### src/rtl/mem_port_arbiter.sv
// Single-port memory arbiter shared by the fetch stage and the MEM stage.
// Data accesses win arbitration unless fetch has already been passed over
// FAIR_LIMIT times in a row. Every access goes IDLE -> ISSUE -> WAIT -> RESP.
module mem_port_arbiter #(
  parameter int MEM_LATENCY = 2,
  parameter int FAIR_LIMIT  = 2,
  parameter int ADDR_W      = 32,
  parameter int DATA_W      = 32
) (
  input  logic              clk,
  input  logic              rst,
  input  logic              if_req,
  input  logic [ADDR_W-1:0] if_addr,
  output logic [DATA_W-1:0] if_rdata,
  output logic              if_ready,
  input  logic              d_read,
  input  logic              d_write,
  input  logic [ADDR_W-1:0] d_addr,
  input  logic [DATA_W-1:0] d_wdata,
  output logic [DATA_W-1:0] d_rdata,
  output logic              d_ready,
  output logic              mem_en,
  output logic              mem_we,
  output logic [ADDR_W-1:0] mem_addr,
  output logic [DATA_W-1:0] mem_wdata,
  input  logic [DATA_W-1:0] mem_rdata,
  output logic              stall_if,
  output logic              stall_mem,
  output logic              busy
);

  localparam int CNT_W  = $clog2(MEM_LATENCY + 1);
  localparam int FAIR_W = $clog2(FAIR_LIMIT + 1);
  localparam logic [CNT_W-1:0]  LAT_LOAD = CNT_W'(MEM_LATENCY);
  localparam logic [FAIR_W-1:0] FAIR_MAX = FAIR_W'(FAIR_LIMIT);

  typedef enum logic [1:0] {IDLE, ISSUE, WAIT, RESP} state_t;

  state_t            state_reg;
  logic [CNT_W-1:0]  cnt_reg;
  logic [FAIR_W-1:0] fair_reg;
  logic              gnt_data_reg;  // 1: current access belongs to the MEM stage
  logic              we_reg;        // current access is a store

  logic d_req;
  logic fair_block;
  logic grant_d;
  logic grant_i;

  // Arbitration: data first, unless fetch has waited through FAIR_LIMIT data grants.
  assign d_req      = d_read | d_write;
  assign fair_block = if_req && (fair_reg == FAIR_MAX);
  assign grant_d    = d_req && !fair_block;
  assign grant_i    = !grant_d && if_req;

  assign busy      = (state_reg != IDLE);
  assign stall_if  = if_req & ~if_ready;
  assign stall_mem = d_req & ~d_ready;

  // Access sequencer: grant, issue strobe, latency count, capture and ready pulse.
  always_ff @(posedge clk) begin
    if (rst) begin
      state_reg    <= IDLE;
      cnt_reg      <= '0;
      fair_reg     <= '0;
      gnt_data_reg <= 1'b0;
      we_reg       <= 1'b0;
      if_rdata     <= '0;
      d_rdata      <= '0;
      if_ready     <= 1'b0;
      d_ready      <= 1'b0;
      mem_en       <= 1'b0;
      mem_we       <= 1'b0;
      mem_addr     <= '0;
      mem_wdata    <= '0;
    end else begin
      // Strobes and ready pulses last exactly one cycle.
      mem_en   <= 1'b0;
      mem_we   <= 1'b0;
      if_ready <= 1'b0;
      d_ready  <= 1'b0;
      case (state_reg)
        IDLE: begin
          if (grant_d || grant_i) begin
            gnt_data_reg <= grant_d;
            // A simultaneous read and write is carried out as a write.
            we_reg       <= grant_d & d_write;
            mem_en       <= 1'b1;
            mem_we       <= grant_d & d_write;
            mem_addr     <= grant_d ? d_addr : if_addr;
            mem_wdata    <= d_wdata;
            state_reg    <= ISSUE;
            if (grant_d && if_req) begin
              fair_reg <= fair_reg + FAIR_W'(1);
            end else begin
              fair_reg <= '0;
            end
          end
        end
        ISSUE: begin
          cnt_reg   <= LAT_LOAD;
          state_reg <= WAIT;
        end
        WAIT: begin
          cnt_reg <= cnt_reg - CNT_W'(1);
          if (cnt_reg == CNT_W'(1)) begin
            if (!we_reg) begin
              if (gnt_data_reg) begin
                d_rdata <= mem_rdata;
              end else begin
                if_rdata <= mem_rdata;
              end
            end
            if (gnt_data_reg) begin
              d_ready <= 1'b1;
            end else begin
              if_ready <= 1'b1;
            end
            state_reg <= RESP;
          end
        end
        RESP: begin
          // No arbitration here, so a request still held high is not granted twice.
          state_reg <= IDLE;
        end
        default: state_reg <= IDLE;
      endcase
    end
  end

endmodule

### config.mk
export PLATFORM = sky130hd
export DESIGN_NAME = mem_port_arbiter
export DESIGN_NICKNAME = d
export VERILOG_FILES = /design/src/rtl/mem_port_arbiter.sv
export SDC_FILE = /design/constraint.sdc
export NUM_CORES = 1
export LEC_CHECK = 0
export CAP_MARGIN = 20
export CORE_AREA = 2 2 125 115
export DETAILED_ROUTE_END_ITERATION = 6
export DIE_AREA = 0 0 127 117
export GPL_ROUTABILITY_DRIVEN = 0
export PLACE_DENSITY = 0.75
export SLEW_MARGIN = 25
export SYNTH_ARGS = -nofsm -noshare
export SYNTH_HDL_FRONTEND = slang
export SYNTH_SLANG_ARGS = --single-unit
### constraint.sdc
create_clock -name clk -period 3.4 [get_ports clk]
set_clock_uncertainty 0.2 [all_clocks]
set_input_delay 0.34 -clock clk [delete_from_list [all_inputs] [get_ports clk]]
set_output_delay 0.34 -clock clk [all_outputs]
set_load 0.03 [all_outputs]
## After elaboration in Yosys (flattened, before gate mapping)

Index checks and enable logic that the tools add are counted.

| storage, ports and cells | value |
|---|---|
| register bits | 140 |
| latch bits | 0 |
| RAM bits | 0 |
| ROM bits | 0 |
| input port bits | 133 |
| output and inout bits | 135 |
| word-level logic and storage cells | 60 |
| memories kept | 0 |

| cells by class | value |
|---|---|
| add/sub/neg operators | 2 |
| $mul | 0 |
| div/mod/pow operators | 0 |
| order comparisons | 0 |
| eq/ne operators | 7 |
| shift operators | 0 |
| multiplexer cells | 9 |
| bitwise logic cells | 12 |
| reduce and logical (&&, ||, !) cells | 17 |

Operator list:

| operator | count |
|---|---|
| 32-bit 2-to-1 mux | 1 |
| 1-bit inverter | 8 |
| 2-bit one-hot mux with 4 select lines | 1 |
| 4-bit AND reduction | 2 |
| 2-bit == test (second input constant) | 3 |
| 2-bit 2-to-1 mux | 3 |
| 3-bit OR reduction | 2 |
| 2-bit by 1-bit == test with 1-bit output (second input constant) | 2 |
| 1-bit logical AND | 4 |
| 2-bit inequality test (second input constant) | 2 |
| 2-bit one-hot mux with 2 select lines | 1 |
| 2-bit AND reduction | 2 |
| 2-bit nonzero test | 2 |
| 1-bit bitwise AND | 3 |
| 1-bit 2-to-1 mux | 3 |
| 2-bit by 1-bit adder with 2-bit output (second input constant) | 1 |
| 1-bit logical NOT | 2 |
| 2-bit logical NOT | 1 |
| 2-bit OR reduction | 1 |
| 2-bit by 1-bit subtractor with 2-bit output (second input constant) | 1 |
| 1-bit logical OR | 1 |
| 1-bit bitwise OR | 1 |

## Depth between registers and ports, before layout

Gate-level depths: netlist (run 1).

| depth | value |
|---|---|
| word-level depth | 9 |
| depth in mapped cells | 8 |
| gate-level depth less buffers | 5 |

## Least setup slack after synthesis (run 1)

Ideal clock, no wire load.

| timing | value |
|---|---|
| path type | reg2reg |
| from | register state_reg[0] |
| to | register state_reg[1] |
| setup time | 72 ps |
| arrival time | 1,446 ps |
| data required time | 3,128 ps |
| setup slack | 1,682 ps |
| stages on the path, launching flop included | 6 |
| buffers on the path | 0 |
| path through | dfxtp_1 inv_1 ha_1 or4b_1 o21ai_0 mux2i_1 |

| on the way | value |
|---|---|
| cells in the longest elaborated chain, start to end | 3 |
| elaborated cells between the ends (all ways) | 8 |
| classes of those cells | eq/ne: 5; mux: 1; reduce/logical: 2 |

RTL lines:

| element | line | text |
|---|---|---|
| start: declaration | 39 | `state_t state_reg;` |
| start signal: assignment | 63 | `state_reg <= IDLE;` |
| start signal: assignment | 92 | `state_reg <= ISSUE;` |
| start signal: assignment | 102 | `state_reg <= WAIT;` |
| 2-bit == test or 2-bit logical NOT (tied branches) | 82 | `case (state_reg)` |
| 2-bit inequality test (no source line) | n/a |  |
| 2-bit AND reduction (no source line) | n/a |  |

Several ways; a longest one is shown, not always the timed one.
A chain may end at the register's enable or synchronous reset.

## Final worst setup path (run 1)

| timing | value |
|---|---|
| from | input port if_req |
| to | output port stall_if |

| on the way | value |
|---|---|
| cells in the longest elaborated chain, start to end | 1 |

RTL lines:

| element | line | text |
|---|---|---|
| start: declaration | 12 | `input logic if_req,` |
| 1-bit bitwise AND | 57 | `assign stall_if = if_req & ~if_ready;` |
| end: declaration | 27 | `output logic stall_if,` |

No other way between the ends.

==> results of run 1 <==
per-layer routing:
layer  track usage  share of wire
met1         0.242           0.40
met3        0.0877          0.094
met4        0.0718          0.016
met5             0              0
met2         0.380           0.49
worst max-delay path: stages:
cell and delay [ns]:
clkdlybuf4s50_1 0.74, nor2b_1 0.19, clkdlybuf4s50_1 0.72
cells in the mapped netlist (2+ instances only):
library cell,number
nand2_1,263
dfxtp_1,140
a21oi_1,100
nor2_1,38
clkbuf_1,29
a311oi_1,25
buf_2,22
a311oi_2,8
inv_1,7
ha_1,5
nand2b_1,3
buf_6,2
nor3_1,2
or4_1,2
where the power goes:
group	total (mW)	internal, mW	switching, mW
registers	2.09	1.93	0.155
clock network	1.67	1.01	0.659
logic	2.31	0.936	1.37
total	6.07	3.88	2.19
layout by cell type, fill, tap and decap left out, types with 5 or more instances in the layout:
master           netlist  routed
clkinv_2               0       7
nor2_1                38      38
clkdlybuf4s50_1        0     266
clkbuf_16              0      17
nand2_1              263     263
a21oi_1              100     100
inv_1                  7       7
buf_4                  0       9
ha_1                   5       5
a311oi_2               8       8
dfxtp_1              140     140
a311oi_1              25      25
per-stage QoR:
step	area, um2	hold slack [ns]	total power [mW]	cells
final	8610	0.156	6.07	1090
after global routing	8610	0.171	6.40	1090
after CTS	8610	0.137	6.13	1090
after detailed placement	8090	0.245	4.45	1059
after global placement	8070	0.241	4.42	1059
after floorplan	5320	0.236	3.56	664
logic make-up (layout without fill, tap and decap cells):
family,count (synthesis),count (layout)
multiplexers,1,1
adder cells (fa/ha/maj),5,5
flip-flops,140,140
AND/OR/NAND/NOR,317,317
buffers and inverters,61,315
AO/OA/AOI/OAI,140,140
final timing paths:
| kind | to |
|---|---|
| worst max-delay path | stall_if |
| worst min-delay path | gnt_data_reg$_SDFFE_PP0P_ |
| worst max register to register | mem_addr[24]$_SDFFE_PP0P_ |
| worst min register to register | if_rdata[6]$_SDFFE_PP0P_ |
cell type report:
| type | instances | area [um2] |
|---|---|---|
| clock buffer | 22 | 454 |
| multi-input combinational | 463 | 2270 |
| tap | 172 | 215 |
| inverter | 7 | 26.3 |
| timing repair buffer | 277 | 2770 |
| clock inverter | 9 | 72.6 |
| fill | 1188 | 5030 |
| sequential | 140 | 2800 |
==> results.md, run 1 <==
* Status: finished clean
* Root buf cell: clkbuf_16
* # Post-CTS Setup Buffers at 0
* Die Span Y at 117 um
* Clock buffer depth at 2
* Worst vdd ir at 0.000556 V
* DP Worst Slack at 0.860 ns
* Synthesized cell area at 5320 um2
* Yosys reg bits at 140
* Tmin final at 2.53 ns
* Hold_buf cts at 0
* WS Path Type: in2out
* Final hold vios at 0
* Sequential area share after synthesis at 0.527
* Worst Setup SP: if_req
* Largest net degree at the start of global routing at 97
* Synth area leader: dfxtp_1
* CP Capture Type: output port
* Compound-cell area share of the yosys netlist at 0.173
* FFs w/ async S/R, synth at 0
* Post-synthesis adder-cell area fraction at 0.0118
* Final setup vio count at 0
* Detailed Place HPWL at 11300 um
* Max FO, Critical Path at 8
* Power per Cell Area at 704 nW/um2
* Post-Syn Area per Cell at 8.01 um2
* Synth Instances at 664
* Fin crit share at 0.744
* Top cell type's share of synthesized area at 0.527
* Antenna Nets Post-Route at 0
* RR Startpoint: state_reg[0]$_SDFFE_PP0P_
* Worst Hold Path Cells at 2
* Ys flop type: dfxtp_1
* Clock transition at path regs at 0.05 ns
* Max_cap viols at 0
* CTS tree: yes
* Distinct cell type count after synthesis at 32
* Ys Warns at 0
* Fraction of layout cells with a size suffix above 1 at 0.0556
* Top post-synthesis cells by area: dfxtp_1 53%, nand2_1 19%, a21oi_1 9.4%
* Vias in the first global route at 4933
* Die Area at 14900 um2
* Post-Synth XOR/XNOR Area at 0
* Pre-antenna DRT Iters at 4
* Via Count at 5321
* Main combinational cell family by area after synthesis: simple AND/OR/NAND/NOR gates
* IO Port Bufs at 267
* Final Max Slew Viols at 0
* LEAKAGE at 3.12 nW
* CP Launch Type: input port
* Area grow syn2layout at 62.0%
* Core box area at 13600 um2
* Final #Nets at 1044
* Post-synthesis simple-gate area fraction at 0.235
* Syn Nets at 802
* Antenna cells at 0
* Initial antenna violation count at 0
* Mux cell area share after synthesis at 0.00188
* Remaining DRCs at 0
* Post-cts resize count at 0
* CTS Buf Count at 17
* IO Pins at 268
* Slew @ Worst Pin at 0.629 ns
* Final WS setup at 0.869 ns
* Core Rows at 41
* Post-layout util at 0.631
* H-tree depth at 4
* R2R setup slack at 1.36 ns
* WL final at 16100 um
* Die X at 127 um
* First-pass GRT wire length at 25000 um
* Required @ worst endpoint at 2.86 ns
* Unrepaired setup endpoints after global routing: false
* Setup TNS Final at 0 ns
* DR iter-0 viols at 292
* Starting density of the core at 0.390
* Tot GR Track Use at 0.216
* Worst min path class: in2reg
* FMAX at 395 MHz
* Routed wire per std cell at 14.8 um
* Sinks on the clock net at 140
* Latest clock arrival within the worst-skew pair at 0.41 ns
* Hold_sp: rst
* Worst slew margin at 0.580
* Remaining Overflow, GRT at 0
* Via density at 4.88
* Reg2Reg Depth at 6
* Number of flops mapped to enable cells by yosys at 0
* CP arrival at 1.99 ns
No activity file was read; power rests on OpenSTA's default activity.
==> inputs of run 2 (changes only) <==
Settings changed: CORE_AREA 2 2 125 115 to 2 2 132 121, DIE_AREA 0 0 127 117 to 0 0 134 123, PLACE_DENSITY 0.75 to 0.71.
Clock period 3.4 ns to 2.1 ns, I/O delays scaled along.
==> results.md, run 2 (synthesis gave the netlist of run 1 again) <==
* Top cell by count, worst path: inv_1
* CTS tree: yes
* Vias in the first global route at 5050 (+2.4%)
* Final setup vio count at 0 (unchanged)
* IO Pins at 268 (unchanged)
* Worst path bufs/invs at 3 (+1)
* Met1 Wirelength at 6650 um (+3.7%)
* Area grow syn2layout at 67.6%
* # Post-CTS Setup Buffers at 0 (unchanged)
* Clock transition at path regs at 0.06 ns (about the same)
* Unrepaired setup endpoints after global routing: false
* Starting density of the core at 0.352 (-0.0380)
* Routed wire per std cell at 14.5 um (-2.0%)
* Cell Area, Placed at 8270 um2 (+2.2%)
* WL final at 16300 um (+1.2%)
* LEAKAGE at 3.24 nW (+4.0%)
* Top Layer Used: met4
* Power Total at 10.5 mW (+72%)
* FF+latch area at 2800 um2 (unchanged)
* IO Port Bufs at 267 (unchanged)
* Routed wl met3 at 1630 um (+7.3%)
* CP Capture Type: output port
* Largest net degree at the start of global routing at 81 (-16%)
* Post-layout util at 0.589 (-0.0419)
* Power per Cell Area at 1170 nW/um2 (+67%)
* Remaining Overflow, GRT at 0 (unchanged)
* Worst vdd ir at 0.000712 V (+28%)
* Antenna Nets Post-Route at 0 (unchanged)
* Area occupied by multi-input gates at 2260 um2 (-0.55%)
* Crit path capture: busy
* Hold_sp: d_wdata[30]
* Cell area after layout at 8910 um2 (+3.4%)
* Worst Setup SP: state_reg[1]$_SDFFE_PP0P_
* FMAX at 504 MHz
* Final non-filler cell total at 1126 (+3.3%)
* Setup TNS Final at 0 ns (unchanged)
* CP Launch Type: flip-flop
* DR iter-0 viols at 257 (-12%)
* Slowest-stage cell, CP: dlygate4sd2_1
* Final Max Slew Viols at 0 (unchanged)
* Via Count at 5387 (+1.2%)
* Reg2Reg Depth at 6 (unchanged)
* Required @ worst endpoint at 1.69 ns (-1.17 ns)
* Max FO, Critical Path at 4 (-4)
* Sinks on the clock net at 140 (unchanged)
* Tot GR Track Use at 0.198 (-0.0189)
* Largest delay share family, worst path: buffers and inverters
* Final WS setup at 0.117 ns (-0.752 ns)
* Antenna cells at 0 (unchanged)
* Die Span Y at 123 um (+5.1%)
* Max_cap viols at 0 (unchanged)
* RR Startpoint: state_reg[0]$_SDFFE_PP0P_
* Detailed Place HPWL at 11500 um (+1.4%)
* H-tree depth at 4 (unchanged)
* Pre-antenna DRT Iters at 4 (unchanged)
* Critical Path Stages at 4 (+1)
* WHS at 0.144 ns (-0.0124 ns)
* Critical R2R Capture: if_rdata[10]$_SDFFE_PP0P_
* R2R setup slack at 0.22 ns (-1.14 ns)
* CP Cell Sequence: inv_1 > ha_1 > inv_1 > dlygate4sd2_1
* Core Rows at 43 (+4.9%)
* WS Path Type: reg2out
* CTS Buf Count at 17 (unchanged)
* Fraction of layout cells with a size suffix above 1 at 0.0660 (+0.0105)
* DP Worst Slack at 0.0656 ns (-0.794 ns)
* Initial antenna violation count at 0 (unchanged)
* Die X at 134 um (+5.5%)
* First-pass GRT wire length at 25400 um (+1.4%)
* Slew @ Worst Pin at 0.419 ns (-0.209 ns)
* Core box area at 15100 um2 (+11%)
* Remaining DRCs at 0 (unchanged)
* Number of fillers in the final layout at 1379 (+16%)
* Latest clock arrival within the worst-skew pair at 0.40 ns (about the same)
* Via density at 4.78 (-2.0%)
* Die Area at 16500 um2 (+11%)
* Final hold vios at 0 (unchanged)
* Worst Hold Path Cells at 3 (+1)
* Clock buffer depth at 2 (unchanged)
* Commonest cells after routing, fill and taps aside: 263 x nand2_1, 263 x clkdlybuf4s50_1, 140 x dfxtp_1
* CP arrival at 1.57 ns (-0.42 ns)
* Cells after DPL at 1097 (+3.6%)
* Status: finished clean
* Met2 WL post-DR at 7930 um (-0.46%)
* Fin crit share at 0.945
* Worst slew margin at 0.720 (+0.140)
* Root buf cell: clkbuf_16
* Tmin final at 1.98 ns
* Critical Path Max Stage Delay at 0.43 ns (-0.31 ns)
* Final #Nets at 1053 (+0.86%)
* Worst min path class: in2reg
-- run 2: cell types whose count changed in the layout (fill, tap and decap cells not counted), sizes merged --
cell and delta:
buf +10, clkinv -5, bufinv +4, clkdlybuf4s50 -3
clkbuf -1, clkinvlp -1, dlygate4sd2 +1, dlygate4sd3 +1
-- run 2: worst reg2reg max path, cell delays in order, from the launching register on --
cell and delay (ns):
dfxtp_1 0.29, inv_1 0.11, ha_1 0.33, nor4bb_4 0.40
buf_12 0.24, nand2_1 0.11, a21oi_1 0.13
-- run 2: repair_timing --
| action | 4_1_cts | 5_1_grt |
|---|---|---|
| endpoints found under the setup margin | 1 | 0 |
| hold buffers | 1 | 0 |
| resized for setup | 1 | 0 |
| hold endpoints to repair | 16 | 0 |
-- run 2: where the power goes --
part           internal (mW)  leakage (nW)  switching (mW)  total (mW)
combinational           1.61          1.79            2.24        3.85
clock                   2.18         0.311            1.06        3.24
sequential              3.13          1.14           0.244        3.37
-- run 2: worst min-delay path by stage --
stage               slack (ns)                         end
finish                    0.14  mem_wdata[30]$_SDFFE_PP0P_
CTS                       0.13  mem_wdata[30]$_SDFFE_PP0P_
global placement          0.24    d_rdata[24]$_SDFFE_PP0P_
floorplan                 0.15  mem_wdata[10]$_SDFFE_PP0P_
detailed placement        0.25  mem_wdata[30]$_SDFFE_PP0P_
global route              0.14   mem_wdata[4]$_SDFFE_PP0P_
-- run 2: routing by layer --
layer / global-route usage / up-vias
met1: 0.226 / 2481
met4: 0.0512 / 0
li1: - / 2691
met2: 0.342 / 202
met5: 0 / -
met3: 0.0841 / 13
-- run 2: final cells by class --
type,count,share of cell area
Clock inverter,7,0.0184
Timing Repair Buffer,286,0.329
Clock buffer,21,0.0528
Sequential cell,140,0.315
Multi-Input combinational cell,463,0.254
Inverter,7,0.00295
Tap cell,202,0.0284
==> inputs of run 3 (changes only) <==
Settings changed: CTS_CLUSTER_DIAMETER set to 60, TNS_END_PERCENT set to 20.
==> results of run 3 <==
No change in the layout: final DEF, timing and power equal those of run 2.
